`src/rtl/mux_scan.sv`:
```
// Registered N-channel, W-bit multiplexer. In DIRECT mode the select input picks the lane.
// In SCAN mode the block walks the lanes round-robin, staying DWELL cycles on each lane.
module mux_scan #(
    parameter  int WIDTH    = 8,
    parameter  int CHANNELS = 4,
    parameter  int DWELL    = 1,
    localparam int SELW     = $clog2(CHANNELS)
) (
    input  logic                      clk,
    input  logic                      rst,
    input  logic [CHANNELS*WIDTH-1:0] din,
    input  logic [SELW-1:0]           sel,
    input  logic                      mode,
    input  logic                      en,
    output logic [WIDTH-1:0]          out,
    output logic [SELW-1:0]           ch,
    output logic                      valid,
    output logic                      wrap
);

    localparam int              DWW     = (DWELL > 1) ? $clog2(DWELL) : 1;
    localparam logic [SELW:0]   SEL_LIM = (SELW+1)'(CHANNELS);
    localparam logic [SELW-1:0] LAST_CH = SELW'(CHANNELS - 1);
    localparam logic [DWW-1:0]  LAST_DW = DWW'(DWELL - 1);

    typedef enum logic {
        ST_DIRECT = 1'b0,
        ST_SCAN   = 1'b1
    } state_t;

    state_t state_reg, state_next;

    logic [WIDTH-1:0] out_reg,   out_next;
    logic [SELW-1:0]  ch_reg,    ch_next;
    logic             valid_reg, valid_next;
    logic             wrap_reg,  wrap_next;
    logic [SELW-1:0]  ptr_reg,   ptr_next;
    logic [DWW-1:0]   dwell_reg, dwell_next;

    logic [WIDTH-1:0] lane [CHANNELS];
    logic             sel_ok;
    logic [SELW-1:0]  scan_ptr;
    logic [DWW-1:0]   scan_dwell;
    logic             last_dwell;

    genvar gi;
    generate
        for (gi = 0; gi < CHANNELS; gi++) begin : g_lane
            assign lane[gi] = din[gi*WIDTH +: WIDTH];
        end
    endgenerate

    // Only meaningful when CHANNELS is not a power of two.
    assign sel_ok = ({1'b0, sel} < SEL_LIM);

    // Entering scan this edge: start from sel (or 0 if illegal) with a fresh dwell count,
    // so the entry edge is already the first sample of the new lane.
    assign scan_ptr   = (state_reg == ST_DIRECT) ? (sel_ok ? sel : '0) : ptr_reg;
    assign scan_dwell = (state_reg == ST_DIRECT) ? '0 : dwell_reg;
    assign last_dwell = (scan_dwell == LAST_DW);

    always_ff @(posedge clk or posedge rst) begin
        if (rst) begin
            state_reg <= ST_DIRECT;
        end else begin
            state_reg <= state_next;
        end
    end

    always_comb begin
        state_next = state_reg;
        if (en) begin
            state_next = mode ? ST_SCAN : ST_DIRECT;
        end
    end

    always_comb begin
        out_next   = out_reg;
        ch_next    = ch_reg;
        valid_next = 1'b0;
        wrap_next  = 1'b0;
        ptr_next   = ptr_reg;
        dwell_next = dwell_reg;
        if (en) begin
            if (state_next == ST_SCAN) begin
                out_next   = lane[scan_ptr];
                ch_next    = scan_ptr;
                valid_next = 1'b1;
                wrap_next  = last_dwell && (scan_ptr == LAST_CH);
                if (last_dwell) begin
                    dwell_next = '0;
                    ptr_next   = (scan_ptr == LAST_CH) ? '0 : scan_ptr + SELW'(1);
                end else begin
                    dwell_next = scan_dwell + DWW'(1);
                    ptr_next   = scan_ptr;
                end
            end else begin
                ch_next = sel;
                if (sel_ok) begin
                    out_next   = lane[sel];
                    valid_next = 1'b1;
                end else begin
                    out_next   = '0;
                    valid_next = 1'b0;
                end
            end
        end
    end

    always_ff @(posedge clk or posedge rst) begin
        if (rst) begin
            out_reg   <= '0;
            ch_reg    <= '0;
            valid_reg <= 1'b0;
            wrap_reg  <= 1'b0;
            ptr_reg   <= '0;
            dwell_reg <= '0;
        end else begin
            out_reg   <= out_next;
            ch_reg    <= ch_next;
            valid_reg <= valid_next;
            wrap_reg  <= wrap_next;
            ptr_reg   <= ptr_next;
            dwell_reg <= dwell_next;
        end
    end

    assign out   = out_reg;
    assign ch    = ch_reg;
    assign valid = valid_reg;
    assign wrap  = wrap_reg;

endmodule
```
`config.mk`:
```
export PLATFORM = sky130hd
export DESIGN_NAME = mux_scan
export DESIGN_NICKNAME = d
export VERILOG_FILES = /design/src/rtl/mux_scan.sv
export SDC_FILE = /design/constraint.sdc
export NUM_CORES = 1
export LEC_CHECK = 0
export ABC_AREA = 1
export CELL_PAD_IN_SITES_DETAIL_PLACEMENT = 0
export CELL_PAD_IN_SITES_GLOBAL_PLACEMENT = 2
export CORE_UTILIZATION = 23
export DETAILED_ROUTE_END_ITERATION = 6
export PLACE_DENSITY = 0.92
export SETUP_SLACK_MARGIN = 0.1
export SLEW_MARGIN = 20
export SYNTH_ARGS = -nofsm -noshare
export SYNTH_HDL_FRONTEND = slang
export SYNTH_SLANG_ARGS = --single-unit
```
`constraint.sdc`:
```
create_clock -name clk -period 4.1 [get_ports clk]
set_clock_uncertainty 0.15 [all_clocks]
set_input_delay 0.82 -clock clk [delete_from_list [all_inputs] [get_ports clk]]
set_output_delay 0.82 -clock clk [all_outputs]
set_load 0.03 [all_outputs]
```
## After elaboration in Yosys (flattened, before gate mapping)

Index checks and enable logic that the tools add are counted.

| storage, ports and cells | value |
|---|---|
| flip-flop bits (word level) | 16 |
| bits in latches | 0 |
| memory bits (writable) | 0 |
| bits in read-only memories | 0 |
| input bits | 38 |
| output and inout bits | 12 |
| logic and storage cells | 35 |
| memories | 0 |

| cells by class | value |
|---|---|
| add/subtract/negate cells | 2 |
| multipliers | 0 |
| divide/modulo/power cells | 0 |
| order comparisons | 2 |
| equality and inequality tests | 1 |
| shift operators | 0 |
| multiplexer cells | 18 |
| bitwise gates (word level) | 3 |
| reduce and logical (&&, ||, !) cells | 2 |

Operators by type and width:

| operator | number |
|---|---|
| $mux W8 | 5 |
| $bmux W8 S2 | 2 |
| $mux W2 | 4 |
| $mux W1 | 7 |
| $ge A3 B3 Y1 const B | 2 |
| $not A2 Y3 | 2 |
| $add A2 B1 Y2 const B | 1 |
| $eq A2 B2 Y1 const B | 1 |
| $reduce_and A2 Y1 | 1 |
| $add A1 B1 Y1 const B | 1 |
| $logic_and A1 B1 Y1 | 1 |
| $not A1 Y1 | 1 |

## Depth between registers and ports, before layout

Gate-level depths: netlist of run 1.

| logic depth | value |
|---|---|
| word-level depth | 6 |
| mapped depth | 10 |
| mapped depth without buffers | 9 |

## Least setup slack after synthesis of run 1

Ideal clock, no wire load.

| timing | value |
|---|---|
| kind | input-to-reg |
| start point | in sel[0] |
| end point | reg ptr_reg[1] |
| library setup time | 0.124 ns |
| arrival time | 1.716 ns |
| required time | 3.826 ns |
| setup slack | 2.110 ns |
| cell stages on the path | 7 |
| buffers on the path | 2 |
| cell sequence | buf_2 > nand2_4 > nand2_4 > buf_6 > ha_1 > nor2_1 > a21oi_1 |

| on the way | value |
|---|---|
| cells in the longest elaborated chain, start to end | 4 |
| elaborated cells between the ends (all ways) | 5 |
| classes of those cells | add/sub (1); eq/ne (1); mux (3) |

Ends and longest elaborated chain:

| element | RTL line | source |
|---|---|---|
| start, declared | 12 | `input logic [SELW-1:0] sel,` |
| $mux W2 (*) | 58 | `assign scan_ptr = (state_reg == ST_DIRECT) ? (sel_ok ? sel : '0) : ptr_reg;` |
| $add A2 B1 Y2 or $eq A2 B2 Y1 (tied branches) | 92 | `ptr_next = (scan_ptr == LAST_CH) ? '0 : scan_ptr + SELW'(1);` |
| $mux W2 (*) | 92 |  |
| $mux W2 (*) | 90 | `if (last_dwell) begin` |
| end signal, assigned | 123 | `ptr_reg <= ptr_next;` |
| end, declared | 37 | `logic [SELW-1:0] ptr_reg, ptr_next;` |

Every way passes the cells marked *; elsewhere a longest branch is shown, timed or not.
A chain may end at the register's enable or synchronous reset.

## Worst setup path after layout of run 1

| timing | value |
|---|---|
| start point | in sel[1] |
| end point | reg ptr_reg[1] |

| on the way | value |
|---|---|
| cells in the longest elaborated chain, start to end | 4 |
| elaborated cells between the ends (all ways) | 5 |
| classes of those cells | add/sub (1); eq/ne (1); mux (3) |

Ends and longest elaborated chain:

| element | RTL line |
|---|---|
| $mux W2 (*) | 58 |
| $add A2 B1 Y2 or $eq A2 B2 Y1 (tied branches) | 92 |
| $mux W2 | 92 |
| $mux W2 (*) | 90 |

Marks and branches as above.

==> key figures, run 1 <==
Critical path
  – Worst path arrival time: between 2000 and 2500 ps
  – CP Data Required Time: roughly 4100 ps
  – Reg2reg start: state_reg
  – Endpoint class of the critical path: flip-flop
  – Setup crit start: sel[1]
  – Startpoint types: input pin
  – CP Max Fanout: 9
  – Critical path class: in2reg

STA
  – Max-slew violation count: 0
  – RSZ-0062 raised after global routing: false
  – Relative slew slack: a little over 60%
  – Fmax: approximately 400 MHz
  – Hold slack final: around 330 ps
  – Worst-Margin Slew: roughly 570 ps
  – Final cycle utilization of the critical path: between 60% and 70%
  – Final Hold Fails: 0
  – # setup viols final: 0
  – Setup TNS: 0 ps
  – Min Clock Period, post-route: ~2500 ps

Floorplanning
  – Core Area: about 0.0056 sq mm
  – Chip height: between 70 and 80 um
  – Initial Utilization: between 20% and 30%
  – IO Pins: 50
  – Die area: 0.00620 sq mm
  – Row count: 27
  – Die Span X: just under 80 um

Logic synthesis
  – Synth warn: 0
  – Synth unique cells: 23
  – Syn_nets: 274
  – Seq cells post-synth: 15
  – Post-synthesis instance area: between 0.001 and 0.0015 sq mm
  – Synthesized instance count: about 240
  – Mean Syn Cell Area: between 5 and 6 sq um
  – Sequential share of the synthesized area: between 20% and 30%

Global route
  – Global route overflow: 0
  – Largest net degree at the start of global routing: 20
  – Global-route wire length before repair: roughly 6800 um
  – Initial antenna violation count: 0
  – Vias in the first global route: between 1500 and 2000
  – Tot GR Track Use: between 10% and 20%

Finish
  – Final net count: roughly 320
  – Fin util: around a third
  – Most frequent cells in the layout: nand2_1, clkdlybuf4s50_1, nand3_1
  – Share of post-route cells with drive strength above 1: under 10%
  – Commonest non-fill, non-tap cell in the layout: nand2_1
  – Layout area overhead: 43.7%
  – Ant. Diodes: 0
  – Max reg flops: 8

Clocking
  – Root buf cell: clkbuf_8
  – Post-CTS setup buffers: 0
  – CTS tree: built
  – Max H-tree Level: 1
  – CTS resizes: 0
  – CTS Hold Bufs: 0
  – Sink Count: 15
  – Clk_lat worst skew: approximately 240 ps
  – CTS Buf Count: 3
  – Reg clk slew, reported paths: roughly 50 ps
  – Largest buffer count on any clock path: 2

Drt
  – Vias per cell: roughly 4.3
  – Initial DRT Pass Iterations: 4
  – 1st-iter DRT viols: 76
  – Antenna Nets Post-Route: 0
  – Vias: ~1500
  – Routed WL: around 4200 um
  – Wire length per cell: roughly 12 um
  – Drt drc: 0

Power and ir drop
  – Peak VDD IR: between 0.0001 and 0.00015 V
  – P_leak: 0.00101 uW
  – Pwr Density: between 200 and 300 mW/mm^2

Place
  – GP Congestion: 0.856
  – Number of port buffers: 49
  – Final HPWL DP: approximately 3300 um

Run
  – Max-cap violations: 0

Min path
  – Worst min path class: reg2reg
  – Min-Delay Startpoint: out[6]

Run status
  – Status: finished clean
## per-layer routing
metal | share of wire, % | up-vias | GRT usage, %
li1 | - | 828 | -
met1 | 44 | 652 | 16.6
met2 | 48 | 52 | 25.4
met3 | 7.1 | 4 | 2.87
met4 | 0.95 | 0 | 3.52
met5 | 0 | - | 0
## critical path, cell delays in order
cell and delay (ps):
clkdlybuf4s50_1 760, inv_4 100, nand2_1 100, nand2_2 120
inv_2 170, ha_1 250, nor2_1 100, a21oi_1 50
## final timing paths
check | to | slack, ps | cells past startpoint
max | ptr_reg[1] | 1590 | 8
min | out[6] | 330 | 2
max reg2reg | ptr_reg[1] | 2470 | 7
min reg2reg | out[6] | 330 | 2
max in group asynchronous | out[1] | 2640 | 2
min in group asynchronous | out[4] | 780 | 2
## cells by family after synthesis
group / after synthesis / share of synthesized area (%)
AO/OA/AOI/OAI: 21 / 8.40
adder cells (fa/ha/maj): 1 / 0.923
flip-flops: 15 / 27.7
buffers and inverters: 47 / 14.9
AND/OR/NAND/NOR: 151 / 48.1
## cell usage after synthesis
cell	instances	area, sq um
nand2_1	87	327
nand3_1	38	190
inv_1	35	131
nor2_1	17	63.8
dfrtp_1	15	375
o21ai_0	11	55.1
a21oi_1	5	25.0
nand2_2	5	31.3
inv_2	4	15.0
buf_2	3	15.0
buf_6	2	22.5
nand2_4	2	22.5
a31oi_1	1	6.26
buf_1	1	3.75
buf_4	1	7.51
ha_1	1	12.5
inv_4	1	6.26
nor2_2	1	6.26
nor2_4	1	11.3
o21ai_1	1	5.00
o21ai_2	1	8.76
o22ai_1	1	6.26
o31ai_1	1	7.51
## layout make-up
class	instances	area [sq um]
clock buffers	4	45.0
multi-input cells	173	778
repair buffers	51	505
fillers	649	3660
inverters	40	153
flip-flops and latches	15	375
well taps	72	90.1
## where the power goes
group | leakage, uW | switching, uW | internal (uW)
Sequential | 0.000177 | 13.3 | 171
Clock | 0.0000228 | 47.5 | 68.7
Combinational | 0.000809 | 157 | 110
Total | 0.00101 | 218 | 350
## stage by stage
stage               instance area, sq um  setup WS, ps  total power [uW]  cells
finish                              1950          1590               568    355
CTS                                 1950          1600               574    355
floorplan                           1360          2110               349    235
detailed placement                  1900          1340               456    351
global route                        1950          1460               609    355
global placement                    1900          1340               459    351
No activity file was read; power rests on OpenSTA's default activity.
==> run 2, diff against run 1 <==
--- a/config.mk
+++ b/config.mk
@@ -8,9 +8,9 @@
 export ABC_AREA = 1
 export CELL_PAD_IN_SITES_DETAIL_PLACEMENT = 0
 export CELL_PAD_IN_SITES_GLOBAL_PLACEMENT = 2
-export CORE_UTILIZATION = 23
+export CORE_UTILIZATION = 19
 export DETAILED_ROUTE_END_ITERATION = 6
-export PLACE_DENSITY = 0.92
+export PLACE_DENSITY = 0.82
 export SETUP_SLACK_MARGIN = 0.1
 export SLEW_MARGIN = 20
 export SYNTH_ARGS = -nofsm -noshare
==> constraint.sdc (replaced) <==
create_clock -name clk -period 2.1 [get_ports clk]
set_clock_uncertainty 0.15 [all_clocks]
set_input_delay 0.42 -clock clk [delete_from_list [all_inputs] [get_ports clk]]
set_output_delay 0.42 -clock clk [all_outputs]
set_load 0.03 [all_outputs]
==> run 2 against run 1 <==
Against the previous run:
- register-to-register slack got worse by 2000 ps
- via count increased by 1.9%
- worst hold slack improved by 9.8 ps
- critical endpoint is now out[2]
- highest routed layer unchanged
==> key figures, run 2 (synthesis results as in run 1) <==
Critical path
  – Reg2reg start: state_reg (unchanged)
  – CP max stage delay: 690 ps (was 760 ps)
  – Setup crit start: out[2] (was sel[1])
  – Worst path arrival time: 1320 ps (was 2480 ps)
  – CP cell instances: clkdlybuf4s50_1 (was clkdlybuf4s50_1 > inv_4 > nand2_1 > nand2_2 > inv_2 > ha_1 > nor2_1 > a21oi_1)
  – Largest delay contributor family on the critical path: buffers and inverters (unchanged)
  – CP max stage cell: clkdlybuf4s50_1 (unchanged)
  – CP Data Required Time: 1530 ps (was 4070 ps)
  – Startpoint types: flip-flop (was input pin)
  – WP buf/inv: 1 (was 3)
  – Endpoint class of the critical path: output port (was flip-flop)
  – Critical path class: reg2out (was in2reg)
  – CP Max Fanout: 2 (was 9)

Place
  – Placed Instance Area: 0.00200 sq mm (was 0.00190 sq mm)
  – Placed insts: 384 (was 351)
  – GP Congestion: 0.790 (was 0.856)
  – Number of port buffers: 49 (unchanged)
  – Final HPWL DP: 3500 um (was 3310 um)

Clocking
  – Clk_lat worst skew: 250 ps (was 240 ps)
  – Post-CTS setup buffers: 0 (unchanged)
  – Sink Count: 15 (unchanged)
  – Reg clk slew, reported paths: 60 ps (was 50 ps)
  – CTS resizes: 0 (unchanged)
  – CTS Buf Count: 3 (unchanged)
  – CTS Hold Bufs: 0 (unchanged)
  – Root buf cell: clkbuf_8 (unchanged)
  – Max H-tree Level: 1 (unchanged)
  – Largest buffer count on any clock path: 2 (unchanged)
  – CTS tree: built (unchanged)

Drt
  – Vias: 1565 (was 1536)
  – Vias per cell: 4.03 (was 4.33)
  – Wire length per cell: 11.6 um (was 11.9 um)
  – 1st-iter DRT viols: 70 (was 76)
  – Routed WL: 4490 um (was 4210 um)
  – Initial DRT Pass Iterations: 4 (unchanged)
  – Drt drc: 0 (unchanged)
  – Antenna Nets Post-Route: 0 (unchanged)

STA
  – Relative slew slack: 57.0% (was 62.2%)
  – Fmax: around 530 MHz
  – Final Hold Fails: 0 (unchanged)
  – RSZ-0062 raised after global routing: false (unchanged)
  – # setup viols final: 0 (unchanged)
  – Final cycle utilization of the critical path: about nine tenths
  – Max-slew violation count: 0 (unchanged)
  – Worst-Margin Slew: 644 ps (was 566 ps)
  – Min Clock Period, post-route: approximately 1900 ps

Finish
  – Share of post-route cells with drive strength above 1: 9.93% (was 7.07%)
  – Design area: 0.00204 sq mm (was 0.00195 sq mm)
  – Ant. Diodes: 0 (unchanged)
  – Fin util: 29.9% (was 34.7%)
  – Layout area overhead: 50.9% (was 43.7%)
  – Final cell count without fillers: 388 (was 355)
  – Commonest non-fill, non-tap cell in the layout: nand2_1 (unchanged)
  – Max reg flops: 8 (unchanged)
  – Most frequent cells in the layout: nand2_1, clkdlybuf4s50_1, nand3_1 (unchanged)
  – Final net count: 332 (was 323)

Global route
  – Global-route wire length before repair: 7740 um (was 6770 um)
  – Global route overflow: 0 (unchanged)
  – Initial antenna violation count: 0 (unchanged)
  – Tot GR Track Use: 13.6% (was 14.0%)
  – Vias in the first global route: 1527 (was 1504)
  – Largest net degree at the start of global routing: 20 (unchanged)

Run status
  – Status: finished clean (unchanged)

Power and ir drop
  – Combinational share of power: 47.5% (was 47.0%)
  – Switch Pwr: 445 uW (was 218 uW)
  – Pwr Density: 559 mW/mm^2 (was 292 mW/mm^2)
  – Peak VDD IR: 0.000111 V (was 0.000125 V)
  – Sequential Power Share: 31.7% (was 32.5%)
  – Total power: 1140 uW (was 568 uW)
  – Sw Ratio: 38.9% (was 38.4%)
  – Int Pwr: 698 uW (was 350 uW)
  – P_leak: 0.00105 uW (was 0.00101 uW)
  – Clk network pwr share: 20.8% (was 20.5%)

Floorplanning
  – IO Pins: 50 (unchanged)
  – Die Span X: 86.5 um (was 78.8 um)
  – Die area: 0.00747 sq mm (was 0.00620 sq mm)
  – Initial Utilization: 19.8% (was 24.2%)
  – Row count: 30 (was 27)
  – Core Area: 0.00683 sq mm (was 0.00561 sq mm)
  – Chip height: 86.5 um (was 78.8 um)

Run
  – Max-cap violations: 0 (unchanged)

Min path
  – Worst min path class: reg2reg (unchanged)
  – Min-Delay Startpoint: out[5] (was out[6])
==> run 2: cell count changes in the layout (fill, tap and decap cells not counted) <==
| cell | previous run | this run |
|---|---|---|
| buf_4 | 2 | 11 |
==> run 2: cell type report <==
class | instances | area [sq um]
multi-input combinational | 173 | 778
inverter | 40 | 153
fill | 812 | 4790
timing repair buffer | 60 | 573
clock buffer | 4 | 45.0
sequential | 15 | 375
tap | 96 | 120
==> run 2: per-stage QoR <==
step	setup TNS (ps)	setup WS (ps)	hold WS [ps]
finish	0	208	341
global route	0	126	355
CTS	0	215	341
detailed placement	-17.9	-10.5	325
global placement	-6.43	-6.43	318
floorplan	0	510	171
==> run 2: path summary, 6_finish.rpt <==
check	end	slack, ps	depth (start not counted)
min in group asynchronous	ptr_reg[0]	410	2
max in group asynchronous	state_reg	970	2
worst max register to register	ptr_reg[1]	500	5
worst min-delay path	out[5]	340	2
worst min register to register	out[5]	340	2
worst max-delay path	out[2]	210	1
==> run 2: power by group through the flow <==
stage / Clock (uW) / Combinational [uW] / Sequential, uW
after floorplan: 0 / 250 / 432
after detailed placement: 0 / 549 / 368
final: 238 / 542 / 362
after CTS: 248 / 550 / 363
after global placement: 0 / 549 / 368
after global routing: 262 / 613 / 369
==> run 2: metal layers <==
layer  vias up  part of all wire [%]  global-route usage [%]
li1        841                     -                       -
met1       680                    53                    20.2
met2        40                    41                    20.3
met3         4                   4.6                    1.90
met4         0                  0.85                    3.64
met5         -                     0                       0
==> run 2: worst min-delay path, cell delays in order (launching register included) <==
cell     delay, ps
dfrtp_1        350
nand2_1         50
nand2_1         50
